[src/rtl/avalon_aes_master_if.sv]
// ---------------------------------------------------------------------------
// avalon_aes_master_if
// Avalon-MM bus between the AES sequencer (master) and the AES decryption
// slave.
//   AVL_READ / AVL_WRITE  : read / write strobes (never high together)
//   AVL_CS                : chip select, high whenever a strobe is high
//   AVL_BYTE_EN [3:0]     : byte-lane enables
//   AVL_ADDR [3:0]        : word address
//   AVL_WRITEDATA [31:0]  : write data
//   AVL_READDATA [31:0]   : read data, valid in the cycle the read is accepted
//   AVL_WAITREQUEST       : slave stall; a cycle with it low completes a transfer
// ---------------------------------------------------------------------------
interface avalon_aes_master_if;
  logic        AVL_READ;
  logic        AVL_WRITE;
  logic        AVL_CS;
  logic [3:0]  AVL_BYTE_EN;
  logic [3:0]  AVL_ADDR;
  logic [31:0] AVL_WRITEDATA;
  logic [31:0] AVL_READDATA;
  logic        AVL_WAITREQUEST;

  modport master (
    output AVL_READ, AVL_WRITE, AVL_CS, AVL_BYTE_EN, AVL_ADDR, AVL_WRITEDATA,
    input  AVL_READDATA, AVL_WAITREQUEST
  );

  modport slave (
    input  AVL_READ, AVL_WRITE, AVL_CS, AVL_BYTE_EN, AVL_ADDR, AVL_WRITEDATA,
    output AVL_READDATA, AVL_WAITREQUEST
  );
endinterface

[src/rtl/avalon_aes_master.sv]
// ---------------------------------------------------------------------------
// avalon_aes_master
// Hardware sequencer for the AES decryption slave. On START it captures KEY
// and MSG_ENC, writes them to slave registers 0-7, sets the start register
// (14), polls done (15), reads the plaintext from 8-11, clears start and
// pulses DONE.
//   CLK, RESET    : clock, synchronous active-high reset
//   START         : request pulse, sampled only while idle
//   KEY, MSG_ENC  : 128-bit key / ciphertext, [127:96] is the lowest register
//   MSG_DEC       : 128-bit plaintext, register 8 lands in [127:96]
//   BUSY          : high from the cycle after acceptance until DONE
//   DONE          : one-cycle completion pulse
//   ERR           : done-poll timeout, valid with DONE, held until next START
//   avl           : Avalon-MM master port
// ---------------------------------------------------------------------------
module avalon_aes_master #(
  parameter int BYTE_SERIAL = 1,
  parameter int START_DELAY = 2,
  parameter int POLL_LIMIT  = 65535
) (
  input  logic                       CLK,
  input  logic                       RESET,
  input  logic                       START,
  input  logic [127:0]               KEY,
  input  logic [127:0]               MSG_ENC,
  output logic [127:0]               MSG_DEC,
  output logic                       BUSY,
  output logic                       DONE,
  output logic                       ERR,
  avalon_aes_master_if.master        avl
);

  typedef enum logic [2:0] {
    ST_IDLE, ST_WR_DATA, ST_WR_START, ST_WAIT, ST_POLL, ST_RD_DEC, ST_WR_CLR, ST_FIN
  } state_t;

  typedef struct packed {
    logic        rd;
    logic        wr;
    logic [3:0]  be;
    logic [3:0]  addr;
    logic [31:0] wdata;
  } bus_t;

  localparam bus_t        BUS_IDLE_C   = '{rd: 1'b0, wr: 1'b0, be: 4'b0000, addr: 4'd0, wdata: 32'd0};
  localparam logic [15:0] POLL_LIMIT_C = 16'(POLL_LIMIT);
  localparam logic [15:0] DELAY_LAST_C = 16'(START_DELAY - 1);
  localparam logic [3:0]  CTRL_BE_C    = (BYTE_SERIAL != 0) ? 4'b0001 : 4'b1111;

  state_t       state_r, state_next_s;
  logic [2:0]   idx_r, idx_next_s;
  logic [1:0]   lane_r, lane_next_s;
  logic [15:0]  dly_r, dly_next_s;
  logic [15:0]  poll_r, poll_next_s;
  logic         timeout_r, timeout_next_s;
  logic [127:0] key_r, key_next_s;
  logic [127:0] msg_r, msg_next_s;
  logic [127:0] msg_dec_r, dec_next_s;
  logic         err_r, err_next_s;
  logic         busy_r, done_r;
  bus_t         bus_r;
  logic         ack_s;

  // Word i of a 128-bit value, word 0 being the most significant
  function automatic logic [31:0] word_sel(input logic [127:0] v, input logic [1:0] i);
    logic [31:0] w;
    case (i)
      2'd0:    w = v[127:96];
      2'd1:    w = v[95:64];
      2'd2:    w = v[63:32];
      default: w = v[31:0];
    endcase
    return w;
  endfunction

  // Bus drive for a given state; evaluated on next-state values so the bus is registered
  function automatic bus_t bus_for(input state_t st, input logic [2:0] idx, input logic [1:0] lane,
                                   input logic [127:0] key, input logic [127:0] msg);
    bus_t b;
    b = BUS_IDLE_C;
    case (st)
      ST_WR_DATA: begin
        b.wr    = 1'b1;
        b.addr  = {1'b0, idx};
        b.be    = (BYTE_SERIAL != 0) ? (4'b0001 << lane) : 4'b1111;
        b.wdata = idx[2] ? word_sel(msg, idx[1:0]) : word_sel(key, idx[1:0]);
      end
      ST_WR_START: begin
        b.wr    = 1'b1;
        b.addr  = 4'd14;
        b.be    = CTRL_BE_C;
        b.wdata = 32'h0000_0001;
      end
      ST_POLL: begin
        b.rd   = 1'b1;
        b.addr = 4'd15;
        b.be   = 4'b1111;
      end
      ST_RD_DEC: begin
        b.rd   = 1'b1;
        b.addr = {2'b10, idx[1:0]};
        b.be   = 4'b1111;
      end
      ST_WR_CLR: begin
        b.wr    = 1'b1;
        b.addr  = 4'd14;
        b.be    = CTRL_BE_C;
        b.wdata = 32'h0000_0000;
      end
      default: b = BUS_IDLE_C;
    endcase
    return b;
  endfunction

  assign ack_s = ~avl.AVL_WAITREQUEST;

  // Next-state, counter and capture logic of the sequencer
  always_comb begin
    state_next_s   = state_r;
    idx_next_s     = idx_r;
    lane_next_s    = lane_r;
    dly_next_s     = dly_r;
    poll_next_s    = poll_r;
    timeout_next_s = timeout_r;
    key_next_s     = key_r;
    msg_next_s     = msg_r;
    dec_next_s     = msg_dec_r;
    err_next_s     = err_r;
    case (state_r)
      ST_IDLE: begin
        if (START) begin
          state_next_s   = ST_WR_DATA;
          idx_next_s     = 3'd0;
          lane_next_s    = 2'd0;
          poll_next_s    = 16'd0;
          timeout_next_s = 1'b0;
          key_next_s     = KEY;
          msg_next_s     = MSG_ENC;
          err_next_s     = 1'b0;
        end else begin
          state_next_s = ST_IDLE;
        end
      end
      ST_WR_DATA: begin
        // Lane is the inner counter, address the outer one
        if (ack_s) begin
          if ((BYTE_SERIAL != 0) && (lane_r != 2'd3)) begin
            lane_next_s = lane_r + 2'd1;
          end else begin
            lane_next_s = 2'd0;
            if (idx_r == 3'd7) begin
              idx_next_s   = 3'd0;
              state_next_s = ST_WR_START;
            end else begin
              idx_next_s = idx_r + 3'd1;
            end
          end
        end else begin
          state_next_s = ST_WR_DATA;
        end
      end
      ST_WR_START: begin
        if (ack_s) begin
          dly_next_s = 16'd0;
          if (START_DELAY == 0) begin
            state_next_s = ST_POLL;
          end else begin
            state_next_s = ST_WAIT;
          end
        end else begin
          state_next_s = ST_WR_START;
        end
      end
      ST_WAIT: begin
        // Idle gap so a done bit left over from a previous run can clear
        if (dly_r == DELAY_LAST_C) begin
          state_next_s = ST_POLL;
        end else begin
          dly_next_s = dly_r + 16'd1;
        end
      end
      ST_POLL: begin
        if (ack_s) begin
          poll_next_s = poll_r + 16'd1;
          if (avl.AVL_READDATA[0]) begin
            idx_next_s   = 3'd0;
            state_next_s = ST_RD_DEC;
          end else if ((poll_r + 16'd1) == POLL_LIMIT_C) begin
            timeout_next_s = 1'b1;
            state_next_s   = ST_WR_CLR;
          end else begin
            state_next_s = ST_POLL;
          end
        end else begin
          state_next_s = ST_POLL;
        end
      end
      ST_RD_DEC: begin
        if (ack_s) begin
          case (idx_r[1:0])
            2'd0:    dec_next_s[127:96] = avl.AVL_READDATA;
            2'd1:    dec_next_s[95:64]  = avl.AVL_READDATA;
            2'd2:    dec_next_s[63:32]  = avl.AVL_READDATA;
            default: dec_next_s[31:0]   = avl.AVL_READDATA;
          endcase
          if (idx_r[1:0] == 2'd3) begin
            idx_next_s   = 3'd0;
            state_next_s = ST_WR_CLR;
          end else begin
            idx_next_s = idx_r + 3'd1;
          end
        end else begin
          state_next_s = ST_RD_DEC;
        end
      end
      ST_WR_CLR: begin
        if (ack_s) begin
          err_next_s   = timeout_r;
          state_next_s = ST_FIN;
        end else begin
          state_next_s = ST_WR_CLR;
        end
      end
      ST_FIN:  state_next_s = ST_IDLE;
      default: state_next_s = ST_IDLE;
    endcase
  end

  // State, counters and registered bus/status outputs
  always_ff @(posedge CLK) begin
    if (RESET) begin
      state_r   <= ST_IDLE;
      idx_r     <= 3'd0;
      lane_r    <= 2'd0;
      dly_r     <= 16'd0;
      poll_r    <= 16'd0;
      timeout_r <= 1'b0;
      key_r     <= 128'd0;
      msg_r     <= 128'd0;
      msg_dec_r <= 128'd0;
      err_r     <= 1'b0;
      busy_r    <= 1'b0;
      done_r    <= 1'b0;
      bus_r     <= BUS_IDLE_C;
    end else begin
      state_r   <= state_next_s;
      idx_r     <= idx_next_s;
      lane_r    <= lane_next_s;
      dly_r     <= dly_next_s;
      poll_r    <= poll_next_s;
      timeout_r <= timeout_next_s;
      key_r     <= key_next_s;
      msg_r     <= msg_next_s;
      msg_dec_r <= dec_next_s;
      err_r     <= err_next_s;
      busy_r    <= (state_next_s != ST_IDLE) && (state_next_s != ST_FIN);
      done_r    <= (state_next_s == ST_FIN);
      bus_r     <= bus_for(state_next_s, idx_next_s, lane_next_s, key_next_s, msg_next_s);
    end
  end

  assign MSG_DEC           = msg_dec_r;
  assign BUSY              = busy_r;
  assign DONE              = done_r;
  assign ERR               = err_r;
  assign avl.AVL_READ      = bus_r.rd;
  assign avl.AVL_WRITE     = bus_r.wr;
  assign avl.AVL_CS        = bus_r.rd | bus_r.wr;
  assign avl.AVL_BYTE_EN   = bus_r.be;
  assign avl.AVL_ADDR      = bus_r.addr;
  assign avl.AVL_WRITEDATA = bus_r.wdata;

endmodule

[src/flat_wrapper.sv]
// flat-port wrapper written by rule: the top's interface ports become plain ports
module avalon_aes_master_flat 
#(
  parameter int BYTE_SERIAL = 1,
  parameter int START_DELAY = 2,
  parameter int POLL_LIMIT  = 65535
)
  (CLK, RESET, START, KEY, MSG_ENC, MSG_DEC, BUSY, DONE, ERR, avl_AVL_READ, avl_AVL_WRITE, avl_AVL_CS, avl_AVL_BYTE_EN, avl_AVL_ADDR, avl_AVL_WRITEDATA, avl_AVL_READDATA, avl_AVL_WAITREQUEST);
  avalon_aes_master_if avl_i ();
  input  logic CLK;
  input  logic RESET;
  input  logic START;
  input  logic [127:0] KEY;
  input  logic [127:0] MSG_ENC;
  output logic [127:0] MSG_DEC;
  output logic BUSY;
  output logic DONE;
  output logic ERR;
  output wire logic [$bits(avl_i.AVL_READ)-1:0] avl_AVL_READ;
  output wire logic [$bits(avl_i.AVL_WRITE)-1:0] avl_AVL_WRITE;
  output wire logic [$bits(avl_i.AVL_CS)-1:0] avl_AVL_CS;
  output wire logic [$bits(avl_i.AVL_BYTE_EN)-1:0] avl_AVL_BYTE_EN;
  output wire logic [$bits(avl_i.AVL_ADDR)-1:0] avl_AVL_ADDR;
  output wire logic [$bits(avl_i.AVL_WRITEDATA)-1:0] avl_AVL_WRITEDATA;
  input wire logic [$bits(avl_i.AVL_READDATA)-1:0] avl_AVL_READDATA;
  input wire logic [$bits(avl_i.AVL_WAITREQUEST)-1:0] avl_AVL_WAITREQUEST;
  assign avl_AVL_READ = avl_i.AVL_READ;
  assign avl_AVL_WRITE = avl_i.AVL_WRITE;
  assign avl_AVL_CS = avl_i.AVL_CS;
  assign avl_AVL_BYTE_EN = avl_i.AVL_BYTE_EN;
  assign avl_AVL_ADDR = avl_i.AVL_ADDR;
  assign avl_AVL_WRITEDATA = avl_i.AVL_WRITEDATA;
  assign avl_i.AVL_READDATA = avl_AVL_READDATA;
  assign avl_i.AVL_WAITREQUEST = avl_AVL_WAITREQUEST;
  avalon_aes_master #(.BYTE_SERIAL(BYTE_SERIAL), .START_DELAY(START_DELAY), .POLL_LIMIT(POLL_LIMIT)) u_core (.CLK(CLK), .RESET(RESET), .START(START), .KEY(KEY), .MSG_ENC(MSG_ENC), .MSG_DEC(MSG_DEC), .BUSY(BUSY), .DONE(DONE), .ERR(ERR), .avl(avl_i));
endmodule
[config.mk]
export PLATFORM = sky130hd
export DESIGN_NAME = avalon_aes_master_flat
export DESIGN_NICKNAME = d
export VERILOG_FILES = /design/src/rtl/avalon_aes_master_if.sv /design/src/rtl/avalon_aes_master.sv /design/src/flat_wrapper.sv
export SDC_FILE = /design/constraint.sdc
export NUM_CORES = 1
export LEC_CHECK = 0
export BUFFER_PORTS_ARGS = -buffer_cell sky130_fd_sc_hd__buf_4
export CORE_MARGIN = 2
export CORE_UTILIZATION = 40
export CTS_BUF_LIST = sky130_fd_sc_hd__clkbuf_8
export DETAILED_ROUTE_END_ITERATION = 10
export HOLD_SLACK_MARGIN = 0.02
export PLACE_DENSITY = 0.72
export SYNTH_ARGS = -nofsm -noshare
export SYNTH_HDL_FRONTEND = slang
export SYNTH_SLANG_ARGS = --single-unit
[constraint.sdc]
create_clock -name CLK -period 3.1 [get_ports CLK]
set_clock_uncertainty 0.15 [all_clocks]
set_input_delay 0.775 -clock CLK [delete_from_list [all_inputs] [get_ports CLK]]
set_output_delay 0.775 -clock CLK [all_outputs]
set_load 0.01 [all_outputs]
==> results.md, run 1 <==
| Step | Parameter | Value |
| --- | --- | --- |
| floorplan | Vertical die dimension | 224 um |
| clocking | Clock tree from TritonCTS | done |
| floorplan | Top-level I/O count | 466 |
| yosys | Net count after synthesis | 2,840 |
| critical path | Data arrival time of the critical path | 3360 ps |
| yosys | Biggest area contributors in the synthesized netlist | dfxtp_1, nand2_1, a21oi_1, nor2_1, mux2i_1 |
| grt | Vias in the first global route | 19,300 |
| sta | Period utilisation layout | 96.0% |
| yosys | Most common flop cell mapped by yosys | dfxtp_1 |
| critical path | R2R Setup Slk | 130 ps |
| flow run | Total of max-cap violations | 0 |
| clocking | Clk sink count | 470 |
| yosys | Synth async-reset ratio | 0% |
| cells and area | Final #Nets | 3,319 |
| clocking | Number of setup buffers added after CTS | 0 |
| cells and area | Share of final-layout standard cells stronger than drive strength 1 | 24.7% |
| sta | Post-layout worst setup margin | 125 ps |
| route | TritonRoute pass-1 iters | 6 |
| yosys | Library cell with the largest summed area after synthesis | dfxtp_1 |
| yosys | Count of flip-flops with a built-in enable after synthesis | 0 |
| sta | Final number of max-transition violations | 0 |
| yosys | Post-Syn Area | 19,400 um2 |
| pwr | Leakage | 10.4 nW |
| yosys | Distinct cell type count after synthesis | 73 |
| sta | Setup repair after global routing missed its margin | true |
| cells and area | Area taken by multi-input logic gates | 9180 um2 |
| critical path | Data required, critical path | 3480 ps |
| clocking | Source-to-sink clock delay at the later pin of the worst-skew pair | 680 ps |
| yosys | Portion of synthesized cell area occupied by the leading cell type | 48.4% |
| critical path | Critical path peak fanout | 16 |
| floorplan | Cell row count | 80 |
| yosys | Seq/Total Area, Yosys | 48.4% |
| place | Post-DP HPWL | 53,200 um |
| place | GP Congestion | 0.934 |
| clocking | Clock buffers created by TritonCTS | 81 |
| clocking | Hold-fix buffer count after cts | 0 |
| yosys | Syn_area_per_cell | 7.66 um2 |
| floorplan | Core box area | 47,800 um2 |
| sta | Final count of negative-setup-slack endpoints | 0 |
| grt | Initial antenna violation count | 8 |
| cells and area | Area growth syn-to-layout | 32.3% |
| sta | Tightest slew margin relative to the limit | 43.1% |
| sta | Slew at the pin with the worst max-slew slack | 846 ps |
| floorplan | Area of the die | 50,400 um2 |
| grt | Total grt overflow | 0 |
| sta | Final worst path period need | 2970 ps |
| cells and area | Area of all sequential standard cells | 9410 um2 |
| status | Status | finished, final reports clean |
| clocking | Root Buffer | clkbuf_8 |
| worst hold path | Min-delay worst type | in2reg |
| pwr | Power density over the cells | 523 nW/um2 |
| yosys | Yosys warning count | 0 |
| yosys | Cell count after synthesis | 2,537 |
| clocking | Maximum clock path buffer count | 3 |
| route | Routed Antenna Nets | 0 |
| cells and area | Filler cell count in the final layout | 4,483 |
| route | Via density per instance | 5.45 |
| critical path | Crit path launch type | flip-flop |
| clocking | Number of H-tree levels | 3 |
| cells and area | Most frequent cells in the layout | nand2_1, buf_4, dfxtp_1, a21oi_1, nor2_1 |
| floorplan | Die Wd | 224 um |
| place | # port buffers | 465 |
| grt | Wire length of the first global-routing pass | 107,000 um |
| sta | Sum of negative setup slack | 0 ps |
| route | Remaining DRCs | 0 |
| floorplan | Starting density of the core | 40.6% |
| place | Post-place setup slack | -356 ps |
| route | Total length of routed wires | 71,300 um |
| clocking | Clock transition at the registers of the reported paths | 60 ps |
| critical path | Crit end category | flip-flop |
| route | Average routed wire per standard cell | 19.3 um |
| grt | Total GRT Usage | 27.4% |
| sta | Hold Slack | 188 ps |
| grt | Largest net degree at the start of global routing | 131 |
| route | DR vias | 20,100 |
| cells and area | Final core utilization | 53.8% |
| pwr | Peak supply drop | 0.000356 V |
| sta | Hold Vio Cnt, Final | 0 |
| route | Initial DRC Count | 1,783 |
| sta | Achievable Freq | 336 MHz |
| yosys | Number of storage elements in the synthesis netlist | 470 |
| cells and area | Most common cell after layout, fill and taps aside | nand2_1 |
| critical path | Critical Setup Path Class | reg2reg |
-- cell usage after synthesis (3+ instances only) --
cell / n
a22oi_1: 7
and2_1: 9
a31oi_1: 32
or3_1: 7
clkbuf_1: 122
nand3b_1: 4
nor4_2: 25
nor2b_1: 6
inv_1: 11
a22o_1: 11
nand3_1: 24
nand4_1: 9
and3_1: 6
buf_4: 10
dfxtp_1: 470
nand2b_1: 6
ha_1: 11
nor3_1: 73
o21ai_0: 83
o21ai_1: 3
nor4_1: 3
a21oi_1: 428
buf_2: 54
nor4b_1: 3
nor3b_1: 3
mux2i_1: 50
nand2_1: 850
o2111ai_1: 3
nor2_1: 135
xor2_1: 10
a21o_1: 4
buf_1: 5
a311oi_1: 8
buf_6: 3
-- per-stage QoR --
| stage | std cells | cell area (um2) | total power, W |
|---|---|---|---|
| final | 3696 | 25700 | 0.0135 |
| after detailed placement | 3548 | 24100 | 0.00788 |
| after global routing | 3694 | 25700 | 0.0139 |
| after global placement | 3548 | 24100 | 0.00786 |
| after CTS | 3690 | 25700 | 0.0135 |
| after floorplan | 2537 | 19400 | 0.00712 |
-- logic make-up (layout without fill, tap and decap cells) --
family	count (synthesis)	count (layout)	synth area share [%]
flip-flops	470	470	48.4
XOR/XNOR	12	12	0.541
AND/OR/NAND/NOR	1178	1178	25.8
other	0	6	0
buffers and inverters	206	744	4.63
adder cells (fa/ha/maj)	11	11	0.708
multiplexers	52	52	2.75
AO/OA/AOI/OAI	608	608	17.1
-- worst max-delay path, cell delays in order (launching register included) --
cell and delay, ps:
dfxtp_1 400, or3b_1 510, o21ai_1 340, o22a_4 360, buf_4 290, a21oi_1 100, nor3_1 430, buf_4 200
nor4_2 40
-- layout make-up --
type,instances,area share [%]
multi-input cells,1861,35.7
repair buffers,590,18.1
clock buffers,101,5.40
clock inverters,41,0.978
flip-flops and latches,470,36.6
inverters,12,0.175
well taps,615,2.99
diodes,6,0.0584
-- repair_timing --
| action | in CTS | in global routing |
|---|---|---|
| endpoints found under the setup margin | 1 | 9 |
| resized for setup | 1 | 3 |
| cloned | 0 | 0 |
-- registers in the layout, indices dropped and copies added, names as in the netlist --
name                      count
u_core.MSG_DEC              128
u_core.key_r                128
u_core.msg_r                128
u_core.avl.AVL_WRITEDATA     32
u_core.dly_r                 16
u_core.poll_r                16
u_core.avl.AVL_ADDR           4
u_core.avl.AVL_BYTE_EN        4
u_core.idx_r                  3
u_core.state_r                3
u_core.lane_r                 2
u_core.BUSY                   1
u_core.DONE                   1
u_core.ERR                    1
u_core.avl.AVL_READ           1
u_core.avl.AVL_WRITE          1
u_core.timeout_r              1
-- layer usage --
metal | global-route usage (%) | vias up | part of all wire (%)
li1 | - | 9487 | -
met1 | 32.5 | 9449 | 38
met2 | 45.6 | 984 | 47
met3 | 6.34 | 219 | 8.5
met4 | 16.0 | 4 | 6.2
met5 | 0 | - | 0.032
-- final timing paths --
check | cells past startpoint | start | endpoint
max reg2reg | 8 | u_core.state_r[1] | u_core.avl.AVL_WRITEDATA[6]
max | 8 | u_core.state_r[1] | u_core.avl.AVL_WRITEDATA[6]
min reg2reg | 2 | u_core.timeout_r | u_core.ERR
min | 3 | MSG_ENC[124] | u_core.msg_r[124]
-- where the power goes --
group / internal, W / switching, W
registers: 0.00627 / 0.000124
clock network: 0.00311 / 0.00258
logic: 0.000584 / 0.000787
(Power assumes the default switching activity.)
==> run 2: changes to the inputs <==
==> constraint.sdc (replaced) <==
create_clock -name CLK -period 3.5 [get_ports CLK]
set_clock_uncertainty 0.15 [all_clocks]
set_input_delay 0.875 -clock CLK [delete_from_list [all_inputs] [get_ports CLK]]
set_output_delay 0.875 -clock CLK [all_outputs]
set_load 0.01 [all_outputs]
==> results.md, run 2 (same netlist as run 1, synthesis figures left out) <==
| Step | Parameter | Value |
| --- | --- | --- |
| floorplan | Top-level I/O count | 466 |
| critical path | Data arrival time of the critical path | 3790 ps |
| worst hold path | Min-delay worst type | reg2reg |
| sta | Setup repair after global routing missed its margin | false |
| floorplan | Vertical die dimension | 224 um |
| pwr | Power density over the cells | 464 nW/um2 |
| critical path | Crit path launch type | flip-flop |
| clocking | Hold-fix buffer count after cts | 0 |
| sta | Final count of negative-setup-slack endpoints | 0 |
| clocking | Clock buffers created by TritonCTS | 83 |
| place | Cell area after placement | 23,700 um2 |
| critical path | Sequence of cells on the critical path | ha_1 -> ha_1 -> nor2b_1 -> a22oi_1 -> o22a_4 -> buf_12 -> buf_4 -> a21oi_1 -> nor3_1 -> nor4_2 |
| grt | Vias in the first global route | 18,900 |
| cells and area | Final #Nets | 3,291 |
| clocking | Post-CTS sizing | 0 |
| clocking | Clk sink count | 470 |
| cells and area | Filler cell count in the final layout | 4,517 |
| cells and area | Final instance area | 25,400 um2 |
| sta | Slew at the pin with the worst max-slew slack | 958 ps |
| route | TritonRoute pass-1 iters | 7 |
| floorplan | Starting density of the core | 40.6% |
| route | DR vias | 19,700 |
| route | Remaining DRCs | 0 |
| pwr | Overall Power | 0.0118 W |
| cells and area | Most common cell after layout, fill and taps aside | nand2_1 |
| sta | Hold Slack | 302 ps |
| grt | Total grt overflow | 0 |
| critical path | Critical Setup Path Class | reg2reg |
| critical path | Worst-path cell with the longest stage delay | nor3_1 |
| cells and area | Most frequent cells in the layout | nand2_1, buf_4, dfxtp_1, a21oi_1, nor2_1 |
| cells and area | Area growth syn-to-layout | 30.4% |
| route | Average routed wire per standard cell | 19.2 um |
| grt | Total GRT Usage | 26.9% |
| grt | Largest net degree at the start of global routing | 148 |
| cells and area | Share of final-layout standard cells stronger than drive strength 1 | 23.7% |
| clocking | Clock tree from TritonCTS | done |
| flow run | Total of max-cap violations | 0 |
| cells and area | Area taken by multi-input logic gates | 9170 um2 |
| cells and area | Area of all sequential standard cells | 9410 um2 |
| route | Total length of routed wires | 70,200 um |
| critical path | Crit end category | flip-flop |
| sta | Final worst path period need | 3420 ps |
| sta | Sum of negative setup slack | 0 ps |
| floorplan | Core box area | 47,800 um2 |
| critical path | Cell occurring most often along the worst timing path | ha_1 |
| sta | Period utilisation layout | 97.7% |
| clocking | Number of H-tree levels | 3 |
| sta | Hold Vio Cnt, Final | 0 |
| pwr | Peak supply drop | 0.000306 V |
| status | Status | finished, final reports clean |
| critical path | R2R Setup Slk | 80 ps |
| route | Via density per instance | 5.39 |
| pwr | Leakage | 10.2 nW |
| floorplan | Cell row count | 80 |
| place | # port buffers | 465 |
| critical path | Critical path peak fanout | 19 |
| grt | Initial antenna violation count | 9 |
| floorplan | Die Wd | 224 um |
| clocking | Number of setup buffers added after CTS | 0 |
| clocking | Source-to-sink clock delay at the later pin of the worst-skew pair | 650 ps |
| route | Routed Antenna Nets | 0 |
| floorplan | Area of the die | 50,400 um2 |
| sta | Tightest slew margin relative to the limit | 35.6% |
| clocking | Clock transition at the registers of the reported paths | 60 ps |
| place | Post-DP HPWL | 51,200 um |
| sta | Achievable Freq | 292 MHz |
| sta | Final number of max-transition violations | 0 |
| route | Initial DRC Count | 1,788 |
| clocking | Maximum clock path buffer count | 3 |
| critical path | Data required, critical path | 3880 ps |
| clocking | Root Buffer | clkbuf_8 |
| grt | Wire length of the first global-routing pass | 106,000 um |
| critical path | Largest stage delay on the critical path | 710 ps |
| place | GP Congestion | 0.920 |
[run 2: through the flow]
step / setup WS (ps) / cells / utilization [%]
final: 80.5 / 3663 / 53.0
after global placement: -169 / 3518 / 49.6
after floorplan: 646 / 2537 / -
after global routing: 11.5 / 3658 / 53.0
after detailed placement: -199 / 3518 / 49.6
after CTS: 157 / 3658 / 53.0
[run 2: layout make-up]
| type | count | share of cell area [%] |
|---|---|---|
| multi-input cells | 1861 | 36.2 |
| well taps | 615 | 3.03 |
| clock buffers | 104 | 5.65 |
| repair buffers | 560 | 17.2 |
| flip-flops and latches | 470 | 37.1 |
| clock inverters | 36 | 0.666 |
| inverters | 12 | 0.178 |
| diodes | 5 | 0.0493 |
[run 2: where the power goes]
group | internal [W] | total [W] | switching [W]
Sequential | 0.00555 | 0.00566 | 0.000108
Clock | 0.00266 | 0.00492 | 0.00226
Combinational | 0.000489 | 0.00117 | 0.000681
[run 2: path summary, 6_finish.rpt]
kind | startpoint | to | cells after the start
worst min register to register | u_core.MSG_DEC[98] | u_core.MSG_DEC[98] | 2
worst max register to register | u_core.idx_r[0] | u_core.avl.AVL_WRITEDATA[7] | 10
worst min-delay path | u_core.MSG_DEC[98] | u_core.MSG_DEC[98] | 2
worst max-delay path | u_core.idx_r[0] | u_core.avl.AVL_WRITEDATA[7] | 10
[run 2: critical path, delay by kind of cell, from the launching register on]
family,cells,cell delay (ps)
AOI/OAI and AO/OA,3,820
adders and majority gates,2,560
DFF,1,490
and+or+nand+nor,3,880
buffers and inverters,2,370
[run 2: layer usage]
layer,vias up,track usage (%),routed length [um]
li1,9423,-,-
met1,9265,32.0,27400
met2,889,45.7,33800
met3,157,7.45,6050
met4,6,11.6,2860
met5,-,0,41
==> run 3: changes to the inputs <==
--- a/config.mk
+++ b/config.mk
@@ -7,11 +7,11 @@
 export LEC_CHECK = 0
 export BUFFER_PORTS_ARGS = -buffer_cell sky130_fd_sc_hd__buf_4
 export CORE_MARGIN = 2
-export CORE_UTILIZATION = 40
+export CORE_UTILIZATION = 55
 export CTS_BUF_LIST = sky130_fd_sc_hd__clkbuf_8
 export DETAILED_ROUTE_END_ITERATION = 10
 export HOLD_SLACK_MARGIN = 0.02
-export PLACE_DENSITY = 0.72
+export PLACE_DENSITY = 0.91
 export SYNTH_ARGS = -nofsm -noshare
 export SYNTH_HDL_FRONTEND = slang
 export SYNTH_SLANG_ARGS = --single-unit
==> constraint.sdc (replaced) <==
create_clock -name CLK -period 4.1 [get_ports CLK]
set_clock_uncertainty 0.15 [all_clocks]
set_input_delay 1.025 -clock CLK [delete_from_list [all_inputs] [get_ports CLK]]
set_output_delay 1.025 -clock CLK [all_outputs]
set_load 0.01 [all_outputs]
==> results.md, run 3 (same netlist as run 1, synthesis figures left out) <==
| Step | Parameter | Value |
| --- | --- | --- |
| status | Status | finished, final reports clean |
| clocking | Hold-fix buffer count after cts | 0 |
| cells and area | Share of final-layout standard cells stronger than drive strength 1 | 22.2% |
| floorplan | Starting density of the core | 56.0% |
| place | Post-DP HPWL | 49,100 um |
| clocking | Clk sink count | 470 |
| critical path | Crit path launch type | flip-flop |
| clocking | Post-CTS sizing | 0 |
| cells and area | Non-filler cells, final | 3,432 |
| clocking | Maximum clock path buffer count | 3 |
| floorplan | Vertical die dimension | 192 um |
| route | Via density per instance | 5.86 |
| route | DR vias | 20,100 |
| cells and area | Final instance area | 24,700 um2 |
| place | GP Congestion | 0.977 |
| sta | Setup repair after global routing missed its margin | false |
| grt | Wire length of the first global-routing pass | 101,000 um |
| place | Cell area after placement | 23,100 um2 |
| clocking | Clock buffers created by TritonCTS | 76 |
| grt | Initial antenna violation count | 2 |
| sta | Slew at the pin with the worst max-slew slack | 909 ps |
| cells and area | Final core utilization | 71.0% |
| route | Total length of routed wires | 68,200 um |
| clocking | Number of H-tree levels | 3 |
| route | Average routed wire per standard cell | 19.9 um |
| grt | Total GRT Usage | 35.6% |
| sta | Final worst path period need | 3420 ps |
| sta | Achievable Freq | 292 MHz |
| route | TritonRoute pass-1 iters | 7 |
| critical path | Critical Setup Path Class | reg2reg |
| floorplan | Cell row count | 68 |
| grt | Total grt overflow | 0 |
| critical path | Crit end category | flip-flop |
| cells and area | Most frequent cells in the layout | nand2_1, buf_4, dfxtp_1, a21oi_1, nor2_1 |
| clocking | Clock transition at the registers of the reported paths | 60 ps |
| critical path | Register-to-Register Path Depth | 8 |
| cells and area | Area growth syn-to-layout | 26.9% |
| sta | Final count of negative-setup-slack endpoints | 0 |
| worst hold path | Number of instances on the worst hold path | 2 |
| floorplan | Area of the die | 36,900 um2 |
| sta | Final number of max-transition violations | 0 |
| critical path | Data required, critical path | 4430 ps |
| route | Initial DRC Count | 2,296 |
| route | Remaining DRCs | 0 |
| grt | Vias in the first global route | 18,600 |
| pwr | Power density over the cells | 404 nW/um2 |
| critical path | Data arrival time of the critical path | 3750 ps |
| worst hold path | Hold path start | u_core.MSG_DEC[104] |
| floorplan | Die Wd | 192 um |
| critical path | Worst r2r dst | u_core.avl.AVL_WRITEDATA[13] |
| critical path | Critical path peak fanout | 25 |
| pwr | Leakage | 9.83 nW |
| sta | Tightest slew margin relative to the limit | 39.4% |
| worst hold path | Endpoint with the worst hold slack | u_core.MSG_DEC[104] |
| critical path | Reg2Reg Launch Point | u_core.state_r[0] |
| grt | Largest net degree at the start of global routing | 165 |
| floorplan | Top-level I/O count | 466 |
| clocking | Source-to-sink clock delay at the later pin of the worst-skew pair | 630 ps |
| cells and area | Final #Nets | 3,228 |
| place | Placed Cells incl. Taps | 3,302 |
| sta | Hold Vio Cnt, Final | 0 |
| sta | Sum of negative setup slack | 0 ps |
| flow run | Total of max-cap violations | 0 |
| sta | Period utilisation layout | 83.5% |
| cells and area | Most common cell after layout, fill and taps aside | nand2_1 |
| floorplan | Core box area | 34,700 um2 |
| clocking | Clock tree from TritonCTS | done |
| clocking | Root Buffer | clkbuf_8 |
| place | # port buffers | 465 |
| worst hold path | Min-delay worst type | reg2reg |
| pwr | Overall Power | 0.00997 W |
| pwr | Peak supply drop | 0.000274 V |
| clocking | Number of setup buffers added after CTS | 0 |
| critical path | R2R Setup Slk | 680 ps |
| route | Routed Antenna Nets | 0 |
## run 3: per-stage QoR
stage,worst slack (ps),hold WS (ps)
2_1_floorplan,1100,282
3_3_place_gp,506,289
3_5_place_dp,408,297
4_1_cts,822,305
5_1_grt,544,322
6_report,677,306
## run 3: final cells by class
class | instances | area [um2]
diodes | 2 | 5.00
clock buffers | 98 | 1350
clock inverters | 30 | 213
fillers | 2609 | 10000
inverters | 12 | 45.0
multi-input cells | 1861 | 9170
flip-flops and latches | 470 | 9410
well taps | 455 | 569
repair buffers | 504 | 3900
## run 3: metal layers
metal / share of wire [%] / global-route usage (%) / vias up
met5: 0 / 0 / -
met4: 7.5 / 25.0 / 0
met3: 11 / 8.57 / 265
met2: 46 / 57.0 / 1354
met1: 36 / 42.1 / 9215
li1: - / - / 9290
## run 3: critical path, cell delays in order, from the launching register on
cell and delay (ps):
dfxtp_1 720, or3b_1 520, nor2_1 210, o31a_2 470, buf_4 320, buf_4 310
a21oi_1 80, nor3_1 410, nor4_2 90
## run 3: power by group
part | leakage (nW) | switching, W | internal (W)
combinational | 5.14 | 0.000569 | 0.000400
clock | 0.864 | 0.00183 | 0.00232
sequential | 3.83 | 0.000105 | 0.00474
## run 3: worst max-delay path by stage
stage                         from                            to  slack (ps)  cells past startpoint
2_1_floorplan  avl_AVL_WAITREQUEST  u_core.avl.AVL_WRITEDATA[10]        1100                      8
3_3_place_gp   avl_AVL_WAITREQUEST   u_core.avl.AVL_WRITEDATA[9]         510                      9
3_5_place_dp   avl_AVL_WAITREQUEST  u_core.avl.AVL_WRITEDATA[13]         410                      9
4_1_cts            u_core.idx_r[0]  u_core.avl.AVL_WRITEDATA[13]         820                     10
5_1_grt          u_core.state_r[0]  u_core.avl.AVL_WRITEDATA[29]         540                      7
6_report         u_core.state_r[0]  u_core.avl.AVL_WRITEDATA[13]         680                      8
